$ cat config.mk
export PLATFORM = sky130hd
export DESIGN_NAME = mul_shift_cell
export DESIGN_NICKNAME = d
export VERILOG_FILES = /design/src/rtl/mul_shift_pkg.sv /design/src/rtl/mul_shift_barrel.sv /design/src/rtl/mul_shift_cell.sv
export SDC_FILE = /design/constraint.sdc
export NUM_CORES = 2
export LEC_CHECK = 0
export CAP_MARGIN = 20
export CORE_ASPECT_RATIO = 0.75
export CORE_MARGIN = 4
export CORE_UTILIZATION = 30
export DETAILED_ROUTE_END_ITERATION = 8
export GPL_TIMING_DRIVEN = 0
export PLACE_DENSITY_LB_ADDON = 0.2
export SYNTH_ARGS = -nofsm -noshare
export SYNTH_HDL_FRONTEND = slang
export SYNTH_SLANG_ARGS = --single-unit
$ cat constraint.sdc
create_clock -name clk -period 4.9 [get_ports clk]
set_input_delay 0.735 -clock clk [delete_from_list [all_inputs] [get_ports clk]]
set_output_delay 0.735 -clock clk [all_outputs]
set_load 0.02 [all_outputs]
$ cat src/rtl/mul_shift_pkg.sv
// Shared operation encoding and width helpers for the multiply/shift cell.
package mul_shift_pkg;

  localparam int DEFAULT_DATA_W = 32;

  typedef enum logic [2:0] {
    OP_MUL_LO = 3'd0,
    OP_MUL_HI = 3'd1,
    OP_SLL    = 3'd2,
    OP_SRL    = 3'd3,
    OP_SRA    = 3'd4,
    OP_ROL    = 3'd5,
    OP_ROR    = 3'd6,
    OP_RSVD   = 3'd7
  } op_e;

  function automatic int clog2(input int value);
    int r;
    int v;
    r = 0;
    v = value - 1;
    while (v > 0) begin
      r = r + 1;
      v = v >>> 1;
    end
    return r;
  endfunction

endpackage

$ cat src/rtl/mul_shift_barrel.sv
// Combinational shifter/rotator for SLL/SRL/SRA/ROL/ROR; zero latency, no flow control.
// Non-shift opcodes yield 0; the caller muxes in the multiplier result.
module mul_shift_barrel
  import mul_shift_pkg::*;
#(
  parameter int DATA_W = DEFAULT_DATA_W,
  parameter int SHW    = clog2(DATA_W)
) (
  input  op_e               op,
  input  logic [DATA_W-1:0] src,
  input  logic [SHW-1:0]    amt,
  output logic [DATA_W-1:0] result
);

  logic [DATA_W-1:0] rol_dat;
  logic [DATA_W-1:0] ror_dat;

  // Rotates shift a doubled copy of the operand and keep the window that wraps.
  always_comb begin
    rol_dat = DATA_W'(({src, src} << amt) >> DATA_W);
    ror_dat = DATA_W'({src, src} >> amt);
    case (op)
      OP_SLL:  result = src << amt;
      OP_SRL:  result = src >> amt;
      OP_SRA:  result = $signed(src) >>> amt;
      OP_ROL:  result = rol_dat;
      OP_ROR:  result = ror_dat;
      default: result = '0;
    endcase
  end

endmodule

$ cat src/rtl/mul_shift_cell.sv
// Pipelined multiply/shift/rotate cell; result valid exactly STAGES cycles after accept.
// A stalled output freezes every stage (in_ready low); flush drops all in-flight work.
module mul_shift_cell
  import mul_shift_pkg::*;
#(
  parameter int DATA_W = DEFAULT_DATA_W,
  parameter int STAGES = 2,
  parameter int TAG_W  = 5
) (
  input  logic              clk,
  input  logic              reset,
  input  logic              flush,
  input  logic              in_valid,
  output logic              in_ready,
  input  logic [2:0]        in_op,
  input  logic              in_src1_signed,
  input  logic              in_src2_signed,
  input  logic [DATA_W-1:0] in_src1,
  input  logic [DATA_W-1:0] in_src2,
  input  logic [TAG_W-1:0]  in_tag,
  output logic              out_valid,
  input  logic              out_ready,
  output logic [DATA_W-1:0] out_result,
  output logic [TAG_W-1:0]  out_tag,
  output logic              busy
);

  localparam int SHW = clog2(DATA_W);

  typedef struct packed {
    logic              vld;
    logic [TAG_W-1:0]  tag;
    logic [DATA_W-1:0] dat;
  } stage_t;

  stage_t stg [STAGES];

  logic                advance;
  logic                accept;
  logic [2*DATA_W-1:0] mul_a;
  logic [2*DATA_W-1:0] mul_b;
  logic [2*DATA_W-1:0] product;
  logic [DATA_W-1:0]   shift_res;
  logic [DATA_W-1:0]   comb_res;

  assign advance  = ~out_valid | out_ready;
  assign in_ready = advance & ~flush & ~reset;
  assign accept   = in_valid & in_ready;

  // Operands are extended per their signed flag; the low 2*DATA_W bits of this
  // product match the (DATA_W+1)-bit signed product, so one multiplier serves both MUL ops.
  assign mul_a   = {{DATA_W{in_src1_signed & in_src1[DATA_W-1]}}, in_src1};
  assign mul_b   = {{DATA_W{in_src2_signed & in_src2[DATA_W-1]}}, in_src2};
  assign product = mul_a * mul_b;

  mul_shift_barrel #(
    .DATA_W (DATA_W),
    .SHW    (SHW)
  ) u_barrel (
    .op     (op_e'(in_op)),
    .src    (in_src1),
    .amt    (in_src2[SHW-1:0]),
    .result (shift_res)
  );

  always_comb begin
    case (op_e'(in_op))
      OP_MUL_LO: comb_res = product[DATA_W-1:0];
      OP_MUL_HI: comb_res = product[2*DATA_W-1:DATA_W];
      OP_SLL, OP_SRL, OP_SRA, OP_ROL, OP_ROR: comb_res = shift_res;
      default:   comb_res = '0;
    endcase
  end

  // Result is formed ahead of stage 0 and carried through the rest; retiming may
  // redistribute the multiplier across the pass-through stages.
  always_ff @(posedge clk or posedge reset) begin
    if (reset) begin
      for (int i = 0; i < STAGES; i++) begin
        stg[i] <= '0;
      end
    end else begin
      if (flush) begin
        for (int i = 0; i < STAGES; i++) begin
          stg[i].vld <= 1'b0;
        end
      end else if (advance) begin
        stg[0].vld <= accept;
        for (int i = 1; i < STAGES; i++) begin
          stg[i].vld <= stg[i-1].vld;
        end
      end
      if (accept) begin
        stg[0].dat <= comb_res;
        stg[0].tag <= in_tag;
      end
      if (advance) begin
        for (int i = 1; i < STAGES; i++) begin
          if (stg[i-1].vld) begin
            stg[i].dat <= stg[i-1].dat;
            stg[i].tag <= stg[i-1].tag;
          end
        end
      end
    end
  end

  assign out_valid  = stg[STAGES-1].vld;
  assign out_result = stg[STAGES-1].dat;
  assign out_tag    = stg[STAGES-1].tag;

  always_comb begin
    busy = 1'b0;
    for (int i = 0; i < STAGES; i++) begin
      busy = busy | stg[i].vld;
    end
  end

endmodule

==> impl_metrics.env <==
export IMPL_status="finished with violations"
export IMPL_violations="setup timing"
export IMPL_drive_above_1_share=0.151
export IMPL_finalCritPeriodShare=1.79
export IMPL_synth_edf_count=0
export IMPL_relSlewSlack=0.0841
export IMPL_hold_path_class="register to register"
export IMPL_drtIter0Drc=4200
export IMPL_finalSetupViolCount=32
export IMPL_synth_seq_cells=76
export IMPL_final_instance_count_excl_fill=7410
export IMPL_grt_setup_unrepaired="true"
export IMPL_synthesis_area_um2=45800
export IMPL_synth_top_area_cell="fa_1"
export IMPL_cap_violations=0
export IMPL_r2r_worst_path_cells=8
export IMPL_grt_busiest_layer="met1"
export IMPL_io_buffer_count=109
export IMPL_worst_slack_ns=-3.89
export IMPL_clock_sinks=76
export IMPL_die_area_um2=159000
export IMPL_avgSynthCellArea_um2=8.88
export IMPL_min_period_ns=8.79
export IMPL_io_pins=119
export IMPL_cp_start_kind="input port"
export IMPL_num_rows=123
export IMPL_clk_pin_slew_worst_paths_ns=0.06
export IMPL_met3_usage=0.0703
export IMPL_worstPathArrival_ns=9.01
export IMPL_ctsHoldBuffers=0
export IMPL_ys_warn_count=0
export IMPL_syn_instance_count=5160
export IMPL_cts_made_buffers=9
export IMPL_whs_path_depth=2
export IMPL_slowest_stage="fa_2"
export IMPL_core_area_um2=151000
export IMPL_cp_common_cell="fa_2"
export IMPL_seq_area_frac_synth=0.0415
export IMPL_worst_slew_pin_slew_ns=1.37
export IMPL_clkLatencyLatePin_ns=0.34
export IMPL_slew_viol_final=0
export IMPL_synth_top_cell_area_share=0.491
export IMPL_worstHoldStart="stg[60]"
export IMPL_grt_max_degree=47
export IMPL_vias_per_cell=5.20
export IMPL_die_w_um=459
export IMPL_synth_commonest_cells="1129 x inv_1, 1125 x fa_1, 819 x nand2_1, 316 x and2_1, 295 x clkbuf_1"
export IMPL_dieHeight_um=347
export IMPL_wl_mm=216
export IMPL_gr_usage_met2=0.395
export IMPL_antenna_left=0
export IMPL_worstPathMaxFanout=8
export IMPL_htree_levels=3
export IMPL_netlist_top_cells_area="fa_1 49%, inv_1 9.2%, nand2_1 6.7%"
export IMPL_hold_worst_slack_ns=0.492
export IMPL_cp_required_ns=5.12
export IMPL_pre_cts_slack_ns=-6.96
export IMPL_nNetsFinal=6808
export IMPL_cts_root_buf="clkbuf_16"
export IMPL_nFillCells=15700
export IMPL_crit_start="in_src1[31]"
export IMPL_r2r_start="out_valid"
export IMPL_post_drt_wl_per_cell_um=29.1
export IMPL_min_to="stg[60]"
export IMPL_critPathMaxStageDelay_ns=0.69
export IMPL_syn_nets=6576
export IMPL_start_util=0.304
export IMPL_max_freq_mhz=114
export IMPL_yosys_most_used_dff="dfrtp_1"
export IMPL_drc_errors=0
export IMPL_grtUsageMet1=0.403
export IMPL_grt_overflow_total=0
export IMPL_grt_pass1_wl_mm=309
export IMPL_crit_path_end_kind="register"
export IMPL_netlist_cell_type_count=90
export IMPL_dp_hpwl_mm=185
export IMPL_crit_type="input port to register"
export IMPL_cts_tree="done"
export IMPL_gp_congestion=1.05
export IMPL_final_hold_viol_count=0
export IMPL_area_growth_pct=17.4
export IMPL_skew_ns=0.00675
export IMPL_grt_pass1_vias=40800
export IMPL_first_pass_iters=9
export IMPL_grt_total_usage=0.272
export IMPL_antenna_found_initial=24
export IMPL_regToRegEndpoint="stg[55]"
export IMPL_synth_most_common_cell="inv_1"
export IMPL_vias=38500
export IMPL_clockBufferDepth=2
export IMPL_rrSetupSlack_ns=0.75
export IMPL_finalCoreUtilization=0.357
export IMPL_ys_async_sr_fraction=1.00
export IMPL_dp_cells=7281
## metrics by stage
stage                     cell area (um^2)  setup TNS, ns
after global placement               49800        -199.27
after global routing                 53800        -115.45
after floorplan                      46200         -99.07
final                                53800        -108.81
after CTS                            53000        -108.33
after detailed placement             49900        -196.27
## worst max-delay path: cells and delay by family
family / cells / cell delay [ns]
compound gates: 8 / 1.93
simple gates: 2 / 0.11
buf+inv: 12 / 1.31
fa+ha+maj: 9 / 4.69
xor+xnor: 1 / 0.19
## layout by cell type (no fill, tap or decap), types with 23 or more instances in the layout
cell type / instances
inv_1: 1093
fa_1: 1089
nand2_1: 814
and2_1: 311
nor2_1: 232
ha_1: 186
buf_4: 147
a21oi_1: 98
mux2i_1: 80
dfrtp_1: 76
o21ai_0: 73
clkbuf_1: 61
buf_6: 58
clkdlybuf4s50_1: 57
mux2_2: 56
clkbuf_4: 55
clkbuf_8: 52
clkbuf_2: 49
mux4_2: 37
fa_2: 36
xnor2_1: 34
inv_2: 32
clkbuf_16: 31
buf_2: 29
nor3_1: 26
a21o_1: 23
## cell families (layout without fill, tap and decap cells)
group	after synthesis	in the layout	synth area share
other	0	13	0
XOR/XNOR	66	66	0.0126
buffers and inverters	1499	1736	0.127
adder cells (fa/ha/maj)	1337	1337	0.549
AND/OR/NAND/NOR	1529	1529	0.151
AO/OA/AOI/OAI	478	478	0.0695
flip-flops	76	76	0.0415
multiplexers	175	175	0.0499
## state kept, by name, summed over array words and instances (netlist names)
register / flops
stg: 38
out_tag: 5
out_result: 32
out_valid: 1
## what timing repair did
item,4_1_cts,5_1_grt
cloned,0,0
setup endpoints to repair,32,32
setup buffers,75,43
gates resized for setup,765,367
pin swaps,62,88
## cell type report
cell class,instances,area [um^2],area share
inverters,1132,4270,0.0793
diodes,13,32.5,0.000604
plain buffers,354,3320,0.0617
clock inverters,5,83.8,0.00156
multi-input cells,3585,39300,0.730
repair buffers,234,2160,0.0402
flip-flops and latches,76,1900,0.0353
well taps,2000,2500,0.0465
clock buffers,11,243,0.00451
## per-layer routing
metal,wire length [um],share of wire
met2,89600,0.42
met1,96800,0.45
met4,6470,0.030
met3,22700,0.11
met5,27,0.00013
## worst max-delay path by stage
stage,end,slack (ns),cells past startpoint
3_3_place_gp,stg[61],-7.15,29
5_1_grt,stg[65],-4.07,34
2_1_floorplan,stg[67],-3.64,32
6_report,stg[67],-3.89,32
3_5_place_dp,stg[61],-6.96,31
4_1_cts,stg[67],-3.88,32
Power is left out: the tool's default activity adds up to more than one toggle a clock period on the data nets, which glitch-free logic cannot reach.
